## src/rtl/load_store_unit.sv

```systemverilog
// ============================================================================
// load_store_unit : RV32I execute-stage load/store unit (req/gnt/rvalid port)
// Optional: LSU_MISALIGN_TRAP_EN traps misaligned accesses. Rev 1.0
// ============================================================================
`default_nettype none

module load_store_unit (
  input  logic        clk,
  input  logic        rst,
  input  logic        ex_valid,
  output logic        ex_ready,
  input  logic [6:0]  opcode,
  input  logic [2:0]  func3,
  input  logic [31:0] alu_out,
  input  logic [31:0] store_data,
  input  logic [4:0]  rd_in,
  output logic        dmem_req,
  input  logic        dmem_gnt,
  output logic        dmem_we,
  output logic [3:0]  dmem_be,
  output logic [31:0] dmem_addr,
  output logic [31:0] dmem_wdata,
  input  logic        dmem_rvalid,
  input  logic [31:0] dmem_rdata,
  output logic        wb_valid,
  output logic [4:0]  wb_rd,
  output logic [31:0] wb_data,
`ifdef LSU_MISALIGN_TRAP_EN
  output logic        misalign,
`endif
  output logic        mem_done
);

  localparam logic [6:0] OP_L = 7'b0000011;
  localparam logic [6:0] OP_S = 7'b0100011;

  typedef enum logic [1:0] {S_IDLE = 2'd0, S_REQ = 2'd1, S_WAIT = 2'd2} state_t;

  state_t      state_q;
  logic        req_q, we_q, wb_valid_q, done_q;
  logic [3:0]  be_q;
  logic [29:0] addr_q;
  logic [31:0] wdata_q, wb_data_q;
  logic [2:0]  f3_q;
  logic [1:0]  lane_q;
  logic [4:0]  rd_q, wb_rd_q;

  logic        ld_ok, st_ok, trap;
  logic [31:0] addr_f, wdata_d, ld_ext;
  logic [3:0]  be_d;
  logic [7:0]  byte_w;
  logic [15:0] half_w;

  // Decode, forced natural alignment and store lane generation
  always_comb begin
    ld_ok = (opcode == OP_L) && (func3 == 3'b000 || func3 == 3'b001 || func3 == 3'b010 ||
                                 func3 == 3'b100 || func3 == 3'b101);
    st_ok = (opcode == OP_S) && (func3 == 3'b000 || func3 == 3'b001 || func3 == 3'b010);
    case (func3[1:0])
      2'b01:   addr_f = {alu_out[31:1], 1'b0};
      2'b10:   addr_f = {alu_out[31:2], 2'b00};
      default: addr_f = alu_out;
    endcase
    be_d    = 4'b1111;
    wdata_d = 32'h0;
    if (st_ok) begin
      case (func3[1:0])
        2'b00: begin
          be_d    = 4'b0001 << addr_f[1:0];
          wdata_d = {4{store_data[7:0]}};
        end
        2'b01: begin
          be_d    = addr_f[1] ? 4'b1100 : 4'b0011;
          wdata_d = {2{store_data[15:0]}};
        end
        default: begin
          be_d    = 4'b1111;
          wdata_d = store_data;
        end
      endcase
    end
  end

`ifdef LSU_MISALIGN_TRAP_EN
  assign trap = (func3[1:0] == 2'b01 && alu_out[0]) ||
                (func3[1:0] == 2'b10 && alu_out[1:0] != 2'b00);
`else
  assign trap = 1'b0;
`endif

  // Load lane extraction and extension
  always_comb begin
    case (lane_q)
      2'd0:    byte_w = dmem_rdata[7:0];
      2'd1:    byte_w = dmem_rdata[15:8];
      2'd2:    byte_w = dmem_rdata[23:16];
      default: byte_w = dmem_rdata[31:24];
    endcase
    half_w = lane_q[1] ? dmem_rdata[31:16] : dmem_rdata[15:0];
    case (f3_q[1:0])
      2'b00:   ld_ext = {{24{~f3_q[2] & byte_w[7]}}, byte_w};
      2'b01:   ld_ext = {{16{~f3_q[2] & half_w[15]}}, half_w};
      default: ld_ext = dmem_rdata;
    endcase
  end

  always_ff @(posedge clk) begin
    if (rst) begin
      state_q    <= S_IDLE;
      req_q      <= 1'b0;
      we_q       <= 1'b0;
      be_q       <= 4'h0;
      addr_q     <= 30'h0;
      wdata_q    <= 32'h0;
      f3_q       <= 3'h0;
      lane_q     <= 2'h0;
      rd_q       <= 5'h0;
      wb_valid_q <= 1'b0;
      wb_rd_q    <= 5'h0;
      wb_data_q  <= 32'h0;
      done_q     <= 1'b0;
    end else begin
      wb_valid_q <= 1'b0;
      done_q     <= 1'b0;
      case (state_q)
        S_IDLE: begin
          if (ex_valid && (ld_ok || st_ok) && !trap) begin
            we_q    <= st_ok;
            be_q    <= be_d;
            addr_q  <= addr_f[31:2];
            wdata_q <= wdata_d;
            f3_q    <= func3;
            lane_q  <= addr_f[1:0];
            rd_q    <= rd_in;
            req_q   <= 1'b1;
            state_q <= S_REQ;
          end
        end
        S_REQ: begin
          if (dmem_gnt) begin
            req_q <= 1'b0;
            if (we_q) begin
              done_q  <= 1'b1;
              state_q <= S_IDLE;
            end else begin
              state_q <= S_WAIT;
            end
          end
        end
        S_WAIT: begin
          if (dmem_rvalid) begin
            wb_data_q  <= ld_ext;
            wb_rd_q    <= rd_q;
            wb_valid_q <= 1'b1;
            done_q     <= 1'b1;
            state_q    <= S_IDLE;
          end
        end
        default: begin
          req_q   <= 1'b0;
          state_q <= S_IDLE;
        end
      endcase
    end
  end

`ifdef LSU_MISALIGN_TRAP_EN
  logic mis_q;
  always_ff @(posedge clk) begin
    if (rst) mis_q <= 1'b0;
    else     mis_q <= (state_q == S_IDLE) && ex_valid && (ld_ok || st_ok) && trap;
  end
  assign misalign = mis_q;
`endif

  assign ex_ready   = (state_q == S_IDLE);
  assign dmem_req   = req_q;
  assign dmem_we    = we_q;
  assign dmem_be    = be_q;
  assign dmem_addr  = {addr_q, 2'b00};
  assign dmem_wdata = wdata_q;
  assign wb_valid   = wb_valid_q;
  assign wb_rd      = wb_rd_q;
  assign wb_data    = wb_data_q;
  assign mem_done   = done_q;

endmodule

`default_nettype wire

```

## config.mk

```make
export PLATFORM = sky130hd
export DESIGN_NAME = load_store_unit
export DESIGN_NICKNAME = d
export VERILOG_FILES = /design/src/rtl/load_store_unit.sv
export SDC_FILE = /design/constraint.sdc
export NUM_CORES = 1
export LEC_CHECK = 0
export ABC_AREA = 1
export CAP_MARGIN = 20
export CORE_MARGIN = 4
export CORE_UTILIZATION = 39
export DETAILED_ROUTE_END_ITERATION = 8
export GPL_ROUTABILITY_DRIVEN = 0
export PLACE_DENSITY = 0.77
export RECOVER_POWER = 100
export SYNTH_ARGS = -nofsm -noshare
export SYNTH_HDL_FRONTEND = slang
export SYNTH_SLANG_ARGS = --single-unit
```

## constraint.sdc

```tcl
create_clock -name clk -period 1.4 [get_ports clk]
set_input_delay 0.21 -clock clk [delete_from_list [all_inputs] [get_ports clk]]
set_output_delay 0.21 -clock clk [all_outputs]
set_load 0.05 [all_outputs]
```

==> summary.txt, run 1 <==
Critical path
  – Worst Path Required: 1.68 ns
  – Arrival time worst endpoint: 1.85 ns
  – Critical path class: reg2reg
  – Worst R2R Path Depth: 9
  – R2r setup slk: -0.17 ns
  – Capture point of the worst reg-to-reg path: dmem_wdata[30]
  – Worst Path Max Fanout: 7
  – Worst setup SP type: flop
  – Endpoint class of the critical path: flop
  – FF-to-FF Start: state_q[0]

Timing
  – Final slew viol count: 0
  – Fmax: 638.6 MHz
  – Post-Route Skew: 0.01438 ns
  – Final setup margin: -0.1660 ns
  – Worst-margin pin slew: 0.6428 ns
  – Crit share post-route: 111.9%
  – Final Hold Viols: 0
  – RSZ-0062 raised after global routing: yes
  – Normalized max-slew margin: 57.15%
  – Final Critical Period: 1.566 ns
  – Final setup fails: 115

Detailed routing
  – Iter 0 DRT Violations: 660
  – Routed vias: 7,303
  – Detail Route Antenna Nets: 0
  – # DRC: 0
  – Via-to-Cell Ratio: 5.755
  – Number of iterations in the first detailed-routing pass: 6
  – Routed WL: 29,330 um
  – WL/cell: 23.11 um

GRT
  – Antenna violations before repair: 1
  – Largest net degree at the start of global routing: 50
  – Vias in the first global route: 6,632
  – Total global-route track usage: 28.05%
  – GRT overflow: 0
  – First-pass GRT wire length: 35,130 um

Floorplanning
  – Die H: 126 um
  – Die ar.: 15,880 um2
  – Core area: 13,450 um2
  – Die Width: 126 um
  – Cell Rows: 42
  – I/O pins: 226
  – Starting density of the core: 40.36%

Hold path
  – Min-delay src: func3[0]
  – Hold EP: f3_q[0]
  – Hold Path Stages: 4
  – HP Class: in2reg

Layout
  – Diode count: 0
  – Layout Nets: 1,202
  – Share of layout cells above drive strength 1: 43.64%
  – Commonest non-fill, non-tap cell in the layout: dfxtp_1
  – P&R area growth vs syn: 86.66%
  – Most frequent cells in the layout: 115 x dfxtp_1, 112 x nand2_1, 106 x clkdlybuf4s50_1
  – Utilization after layout: 75.34%
  – Final cell count without fillers: 1,269

Clock network
  – Clk_lat worst skew: 0.43 ns
  – Clock Pin Slew Worst Setup and Hold Paths: 0.05 ns
  – Clock root cell: clkbuf_16
  – CTS tree: yes
  – Clock buffer depth: 2
  – H-Tree Depth: 4
  – TritonCTS Sinks: 119
  – Total CTS buffers: 17
  – Hold-fix buffers, CTS: 0

Power and ir drop
  – Pwr dens: 965.2 nW/um2
  – VDD IR max: 0.6588 mV
  – Leakage power: 0.004370 uW

Placed design
  – Setup WS pre-CTS: -0.8001 ns
  – Post-DP HPWL: 14,800 um
  – Placed Cells: 1,191
  – I/O Buffers: 223

Yosys
  – Cell area after synthesis: 5430 um2
  – Post-Syn Area per Cell: 6.882 um2
  – Synthesis Warnings: 0
  – Yosys cell types: 26
  – Post-synthesis cell count: 789
  – Post-synthesis sequential area ratio: 43.87%
  – Yosys reg bits: 119

Job
  – Max Cap Viol: 0

Run status
  – Outcome: finished with violations
  – Failing checks: setup timing
-- per-layer routing --
metal / vias to the layer above / track usage, % / routed length, um
met5: - / 0 / 19
met2: 544 / 48.86 / 14420
met1: 3446 / 30.13 / 10150
li1: 3165 / - / -
met4: 2 / 11.86 / 1518
met3: 146 / 11.26 / 3219
-- cells by family after synthesis --
logic type      share of synthesized area [%]
compound gates                          20.30
fa+ha+maj                               1.382
buf+inv                                 8.387
flops                                   43.87
mux                                     1.106
other cells                           0.06906
simple gates                            24.88
-- per-stage QoR --
step	instance area, um2	total power, uW	hold WS (ns)	TNS [ns]
2_1_floorplan	5507	4296	0.3529	-0.5953
3_3_place_gp	9311	5205	0.4490	-58.23
3_5_place_dp	9311	5234	0.4613	-65.33
4_1_cts	10650	9778	0.2661	-1.867
5_1_grt	10140	10020	0.2672	-16.99
6_report	10140	9783	0.2695	-10.55
-- flip-flops by register name (all words and copies together) (netlist names) --
name        flops
dmem_wdata     32
wb_data        32
addr_q         30
rd_q            5
wb_rd           5
dmem_be         4
f3_q            3
lane_q          2
state_q         2
dmem_req        1
dmem_we         1
mem_done        1
wb_valid        1
-- final cells by class --
cell class | instances | area, um2
multi-input combinational | 565 | 3618
fill | 791 | 3317
timing repair buffer | 325 | 3093
sequential | 119 | 2390
clock buffer | 24 | 481.7
tap | 176 | 220.2
inverter | 52 | 212.7
clock inverter | 8 | 120.1
-- synthesized netlist by cell type --
cell | instances | area [um2]
nand4_1 | 2 | 12.51
o21ai_0 | 62 | 310.3
nand3_2 | 1 | 10.01
buf_2 | 10 | 50.05
o221ai_1 | 6 | 52.55
o211ai_1 | 8 | 60.06
or2_2 | 6 | 37.54
inv_2 | 2 | 7.510
nand2_1 | 197 | 739.5
inv_1 | 49 | 183.9
nor2_2 | 1 | 6.260
conb_1 | 1 | 3.750
o21bai_1 | 1 | 7.510
mux2i_1 | 6 | 60.06
ha_1 | 6 | 75.07
clkbuf_1 | 32 | 120.1
a221oi_1 | 1 | 8.760
buf_4 | 12 | 90.09
o31ai_1 | 4 | 30.03
a31oi_1 | 2 | 12.51
dfxtp_1 | 119 | 2382
clkinv_1 | 1 | 3.750
a21oi_1 | 124 | 620.6
nor3_1 | 2 | 10.01
nor2_1 | 108 | 405.4
nand3_1 | 26 | 130.1
-- how the worst max path moves through the flow --
stage	startpoint	endpoint	slack [ns]	depth (start not counted)
finish	state_q[0]	dmem_wdata[30]	-0.17	9
global route	state_q[0]	dmem_wdata[27]	-0.23	9
CTS	state_q[0]	ex_ready	-0.14	5
detailed placement	func3[0]	addr_q[24]	-0.80	11
global placement	func3[0]	dmem_wdata[1]	-0.66	11
floorplan	func3[0]	addr_q[0]	-0.02	10
-- timing repair --
| item | CTS | global route |
|---|---|---|
| cloned | 10 | 11 |
| endpoints found under the setup margin | 118 | 111 |
| pin swaps | 7 | 45 |
| setup buffers | 19 | 13 |
| gates resized for setup | 105 | 266 |
-- power by group --
group	switching, uW	total (uW)	internal [uW]
sequential	49.4	3520	3470
combinational	1000	1690	690
clock	1640	4580	2930
-- critical path: stages, from the launching register on --
cell       delay [ns]
dfxtp_2          0.32
inv_2            0.06
buf_6            0.10
ha_4             0.15
nand3_4          0.15
buf_6            0.16
buf_8            0.13
clkbuf_16        0.17
nand2_1          0.11
a21oi_2          0.07
Note: power is estimated with default switching activity, not from simulation.
==> inputs of run 2 (changes only) <==
--- a/config.mk
+++ b/config.mk
@@ -12,7 +12,7 @@
 export DETAILED_ROUTE_END_ITERATION = 8
 export GPL_ROUTABILITY_DRIVEN = 0
 export PLACE_DENSITY = 0.77
-export RECOVER_POWER = 100
+export RECOVER_POWER = 25
 export SYNTH_ARGS = -nofsm -noshare
 export SYNTH_HDL_FRONTEND = slang
 export SYNTH_SLANG_ARGS = --single-unit
==> run 2 against run 1 <==
Against the previous run: the flow still finishes with violations (setup timing); cell count did not move; fmax decreased by 0.59%; sequential power is essentially flat; largest cell class is now buffers; global-route usage stayed put.
==> summary.txt, run 2 (synthesized netlist as in run 1, its figures left out) <==
GRT
  – Antenna violations before repair: 1 (unchanged)
  – Largest net degree at the start of global routing: 50 (unchanged)
  – Vias in the first global route: 6,632 (unchanged)
  – Total global-route track usage: 28.05% (unchanged)
  – GRT overflow: 0 (unchanged)
  – First-pass GRT wire length: 35,130 um (unchanged)

Hold path
  – Hold Path Stages: 4 (unchanged)
  – Hold EP: f3_q[0]
  – HP Class: in2reg
  – Min-delay src: func3[0]

Clock network
  – TritonCTS Sinks: 119 (unchanged)
  – Clock root cell: clkbuf_16
  – Total CTS buffers: 17 (unchanged)
  – CTS tree: yes
  – H-Tree Depth: 4 (unchanged)
  – Hold-fix buffers, CTS: 0 (unchanged)
  – Clock buffer depth: 2 (unchanged)
  – Clk_lat worst skew: 0.44 ns (about the same)
  – Clock Pin Slew Worst Setup and Hold Paths: 0.06 ns (about the same)

Layout
  – P&R area growth vs syn: 108.2%
  – Final cell count without fillers: 1,269 (unchanged)
  – Diode count: 0 (unchanged)
  – Layout Nets: 1,202 (unchanged)
  – Most frequent cells in the layout: 115 x dfxtp_1, 112 x nand2_1, 106 x clkdlybuf4s50_1
  – Utilization after layout: 84.04% (+8.7 points)
  – Share of layout cells above drive strength 1: 43.64% (unchanged)
  – Commonest non-fill, non-tap cell in the layout: dfxtp_1

Critical path
  – Worst Path Max Fanout: 7 (unchanged)
  – Arrival time worst endpoint: 1.86 ns (about the same)
  – FF-to-FF Start: state_q[0]
  – R2r setup slk: -0.18 ns (about the same)
  – Worst setup SP type: flop
  – Endpoint class of the critical path: flop
  – Worst Path Required: 1.69 ns (about the same)
  – Capture point of the worst reg-to-reg path: dmem_wdata[30]
  – Critical path class: reg2reg
  – Worst R2R Path Depth: 9 (unchanged)

Placed design
  – I/O Buffers: 223 (unchanged)
  – Placed Cells: 1,191 (unchanged)
  – Setup WS pre-CTS: -0.8001 ns (unchanged)
  – Post-DP HPWL: 14,800 um (unchanged)

Power and ir drop
  – Leakage power: 0.004633 uW (+6.0%)
  – Tot Pwr: 9932 uW (+1.5%)
  – VDD IR max: 0.6680 mV (+1.4%)
  – Pwr dens: 878.5 nW/um2 (-9.0%)

Floorplanning
  – Die Width: 126 um (unchanged)
  – I/O pins: 226 (unchanged)
  – Cell Rows: 42 (unchanged)
  – Die H: 126 um (unchanged)
  – Core area: 13,450 um2 (unchanged)
  – Starting density of the core: 40.36% (unchanged)
  – Die ar.: 15,880 um2 (unchanged)

Timing
  – Final slew viol count: 0 (unchanged)
  – Fmax: 634.8 MHz (-0.59%)
  – Final Critical Period: 1.575 ns (+0.009273 ns)
  – Final Hold Viols: 0 (unchanged)
  – Final setup margin: -0.1753 ns (-0.009273 ns)
  – Worst-margin pin slew: 0.6380 ns (-0.004760 ns)
  – Normalized max-slew margin: 57.47% (+0.32 points)
  – Crit share post-route: 112.5% (+0.66 points)
  – Post-Route Skew: 0.01308 ns (-0.001305 ns)
  – RSZ-0062 raised after global routing: yes
  – Final setup fails: 104 (-9.6%)
  – Setup Total Neg Slack: -9.866 ns (+0.6862 ns)

Detailed routing
  – WL/cell: 23.03 um (-0.36%)
  – Routed vias: 7,294 (-0.12%)
  – # DRC: 0 (unchanged)
  – Detail Route Antenna Nets: 0 (unchanged)
  – Routed WL: 29,220 um (-0.36%)
  – Iter 0 DRT Violations: 728 (+10%)
  – Number of iterations in the first detailed-routing pass: 5 (-1)
  – Via-to-Cell Ratio: 5.748 (-0.12%)

Job
  – Max Cap Viol: 0 (unchanged)

Run status
  – Outcome: finished with violations
  – Failing checks: setup timing
## run 2: timing repair
item / 4_1_cts / 5_1_grt
gates cloned: 10 / 11
setup endpoints to repair: 118 / 111
gates resized for setup: 105 / 266
endpoints found under the hold margin: 0 / 0
pin swaps: 7 / 45
buffers inserted: 19 / 13
## run 2: where the power goes
group          switching [uW]  internal, uW  leakage, uW
registers                67.8          3470     0.000961
clock network            1670          2930     0.000290
logic                    1000           797      0.00338
## run 2: how the worst max path moves through the flow
stage | start | end | slack (ns) | cells after the start
2_1_floorplan | func3[0] | addr_q[0] | -0.02 | 10
3_3_place_gp | func3[0] | dmem_wdata[1] | -0.66 | 11
3_5_place_dp | func3[0] | addr_q[24] | -0.80 | 11
4_1_cts | state_q[0] | ex_ready | -0.14 | 5
5_1_grt | state_q[0] | dmem_wdata[27] | -0.23 | 9
6_report | state_q[0] | dmem_wdata[30] | -0.18 | 9
## run 2: final cells by class
cell class	instances	area, um2
Tap cell	176	220.2
Sequential cell	119	2390
Timing Repair Buffer	325	4249
Fill cell	643	2147
Clock inverter	8	120.1
Clock buffer	24	481.7
Multi-Input combinational cell	565	3632
Inverter	52	212.7
## run 2: critical path: stages (launching register included)
cell       delay, ns
dfxtp_2         0.32
inv_2           0.06
buf_6           0.10
ha_4            0.15
nand3_4         0.15
buf_6           0.16
buf_8           0.13
clkbuf_16       0.17
nand2_1         0.11
a21oi_2         0.07
## run 2: layer usage
metal	vias to the layer above	track usage, %	wire (um)
li1	3165	-	-
met1	3430	30.13	9899
met2	556	48.86	14410
met3	141	11.26	3333
met4	2	11.86	1560
met5	-	0	13
## run 2: through the flow
stage | hold slack (ns) | cell area [um2]
finish | 0.2656 | 11310
global route | 0.2672 | 11310
CTS | 0.2661 | 10650
detailed placement | 0.4613 | 9311
global placement | 0.4490 | 9311
floorplan | 0.3529 | 5507
==> inputs of run 3 (changes only) <==
--- a/config.mk
+++ b/config.mk
@@ -8,10 +8,11 @@
 export ABC_AREA = 1
 export CAP_MARGIN = 20
 export CORE_MARGIN = 4
-export CORE_UTILIZATION = 39
+export CORE_UTILIZATION = 40
+export CTS_BUF_LIST = sky130_fd_sc_hd__clkbuf_2 sky130_fd_sc_hd__clkbuf_4 sky130_fd_sc_hd__clkbuf_8
 export DETAILED_ROUTE_END_ITERATION = 8
 export GPL_ROUTABILITY_DRIVEN = 0
-export PLACE_DENSITY = 0.77
+export PLACE_DENSITY = 0.79
 export RECOVER_POWER = 25
 export SYNTH_ARGS = -nofsm -noshare
 export SYNTH_HDL_FRONTEND = slang
==> run 3 against run 2 <==
Against the previous run: the run still ends with setup timing left; sequential power hardly changed; total power is 15% lower; critical endpoint is now addr_q[3]; count of clock-buffer cells in the layout is 5 lower.
==> summary.txt, run 3 (synthesized netlist as in run 1, its figures left out) <==
Run status
  – Failing checks: setup timing
  – Outcome: finished with violations

Power and ir drop
  – Switching share of power: 29.05% (+1.5 points)
  – VDD IR max: 0.6197 mV (-7.2%)
  – Int Power: 6024 uW (-16%)
  – Pwr dens: 807.1 nW/um2 (-8.1%)
  – Comb pwr share: 19.8% (+1.7 points)
  – Leakage power: 0.004275 uW (-7.7%)
  – Flop pwr share: 41.5% (+5.9 points)
  – Clk pwr share: 38.7% (-7.6 points)
  – Net Sw Power: 2467 uW (-9.9%)

Critical path
  – Crit path max-delay family: buffers and inverters
  – FF-to-FF Start: state_q[0]
  – CP max stage delay: 0.33 ns (about the same)
  – Critical Path Source: state_q[0]
  – Arrival time worst endpoint: 2.06 ns (+0.20 ns)
  – Worst Path Required: 1.78 ns (+0.09 ns)
  – WP buf/inv: 6 (+1)
  – Endpoint class of the critical path: flop
  – Worst Path Max Fanout: 6 (-1)
  – Worst-path cell chain: inv_2 -> buf_6 -> ha_4 -> buf_6 -> nand3_4 -> buf_12 -> buf_12 -> clkbuf_16 -> nand2_1 -> a21oi_1
  – Critical path class: reg2reg
  – Worst setup SP type: flop
  – Slowest CP cell: dfxtp_2

Clock network
  – H-Tree Depth: 4 (unchanged)
  – TritonCTS Sinks: 119 (unchanged)
  – CTS tree: yes
  – Clock buffer depth: 2 (unchanged)
  – Clock root cell: clkbuf_8
  – Clk_lat worst skew: 0.46 ns (+0.02 ns)
  – Clock Pin Slew Worst Setup and Hold Paths: 0.08 ns (+0.02 ns)
  – Total CTS buffers: 17 (unchanged)
  – Hold-fix buffers, CTS: 0 (unchanged)

GRT
  – Largest net degree at the start of global routing: 69 (+38%)
  – Vias in the first global route: 6,760 (+1.9%)
  – Total global-route track usage: 28.10% (+0.055 points)
  – Antenna violations before repair: 0 (-1)
  – First-pass GRT wire length: 35,000 um (-0.39%)
  – GRT overflow: 0 (unchanged)

Floorplanning
  – Die ar.: 15,500 um2 (-2.3%)
  – Starting density of the core: 41.01% (+0.64 points)
  – I/O pins: 226 (unchanged)
  – Die H: 124.5 um (-1.2%)
  – Die Width: 124.5 um (-1.2%)
  – Cell Rows: 42 (unchanged)
  – Core area: 13,240 um2 (-1.6%)

Layout
  – Diode count: 0 (unchanged)
  – P&R area growth vs syn: 93.73%
  – Utilization after layout: 79.44% (-4.6 points)
  – Share of layout cells above drive strength 1: 35.33% (-8.3 points)
  – Finished Cell Area: 10,520 um2 (-6.9%)
  – Layout Nets: 1,194 (-0.67%)
  – Most frequent cells in the layout: 133 x nand2_1, 115 x dfxtp_1, 112 x clkdlybuf4s50_1
  – Commonest non-fill, non-tap cell in the layout: nand2_1

Timing
  – RSZ-0062 raised after global routing: yes
  – Final Hold Viols: 0 (unchanged)
  – Final setup fails: 93 (-11%)
  – Setup Total Neg Slack: -10.94 ns (-1.075 ns)
  – Final setup margin: -0.2895 ns (-0.1142 ns)
  – Final slew viol count: 0 (unchanged)
  – Final Critical Period: 1.689 ns (+0.1142 ns)
  – Crit share post-route: 120.7% (+8.2 points)
  – Fmax: 591.9 MHz (-6.8%)
  – Post-Route Skew: 0.01422 ns (+0.001144 ns)

Placed design
  – I/O Buffers: 223 (unchanged)
  – Placed inst area: 9271 um2 (-0.43%)
  – Post-DP HPWL: 14,440 um (-2.5%)

Hold path
  – Min-delay src: rst
  – HP Class: in2reg

Detailed routing
  – WL/cell: 20.38 um (-11%)
  – Iter 0 DRT Violations: 654 (-10%)
  – Detail Route Antenna Nets: 0 (unchanged)
  – Routed vias: 6,948 (-4.7%)
  – # DRC: 0 (unchanged)
  – Via-to-Cell Ratio: 5.514 (-4.1%)
  – Number of iterations in the first detailed-routing pass: 5 (unchanged)
  – Routed WL: 25,680 um (-12%)

Job
  – Max Cap Viol: 0 (unchanged)
==> run 3: worst paths after layout <==
path | endpoint | slack, ns | cells past startpoint
worst min register to register | rd_q[0] | 0.46 | 2
worst min-delay path | wb_rd[3] | 0.15 | 4
worst max register to register | addr_q[3] | -0.29 | 10
worst max-delay path | addr_q[3] | -0.29 | 10
==> run 3: power by group through the flow <==
| stage | Sequential [uW] | Clock, uW | Combinational [uW] |
|---|---|---|---|
| floorplan | 3830 | 0 | 462 |
| global placement | 3620 | 0 | 1560 |
| detailed placement | 3620 | 0 | 1590 |
| CTS | 3540 | 3280 | 1660 |
| global route | 3540 | 3440 | 1770 |
| finish | 3530 | 3280 | 1680 |
==> run 3: layout make-up <==
type | count | area (um2)
repair inverters | 1 | 8.758
clock buffers | 19 | 249.0
inverters | 52 | 222.7
flip-flops and latches | 119 | 2390
well taps | 176 | 220.2
clock inverters | 12 | 153.9
multi-input cells | 565 | 3171
repair buffers | 316 | 4105
fillers | 771 | 2723
==> run 3: routing by layer <==
metal  vias to the layer above  track usage, %  part of all wire (%)
met5                         -               0                     0
met4                         0           12.25                   5.2
met3                       104           10.25                    10
met2                       463           48.47                    50
met1                      3242           30.98                    35
li1                       3139               -                     -
==> run 3: through the flow <==
| stage | total power (uW) | hold slack (ns) | instances | worst slack [ns] |
|---|---|---|---|---|
| final | 8491 | 0.1454 | 1260 | -0.2895 |
| after global routing | 8751 | 0.1781 | 1260 | -0.3011 |
| after CTS | 8485 | 0.1269 | 1251 | -0.1682 |
| after detailed placement | 5214 | 0.4520 | 1194 | -0.6992 |
| after global placement | 5183 | 0.4482 | 1194 | -0.6161 |
| after floorplan | 4296 | 0.3529 | 790 | -0.01984 |
==> run 3: tightest hold or removal path, stage by stage <==
cell	delay, ns
buf_2	0.12
inv_1	0.10
o21ai_0	0.09
nor2_1	0.04
==> run 3: repair_timing <==
action                                  CTS  global route
gates cloned                             15             3
endpoints found under the setup margin  115           117
pin swaps                                13            42
setup buffers                            11             7
resized for setup                        86           134
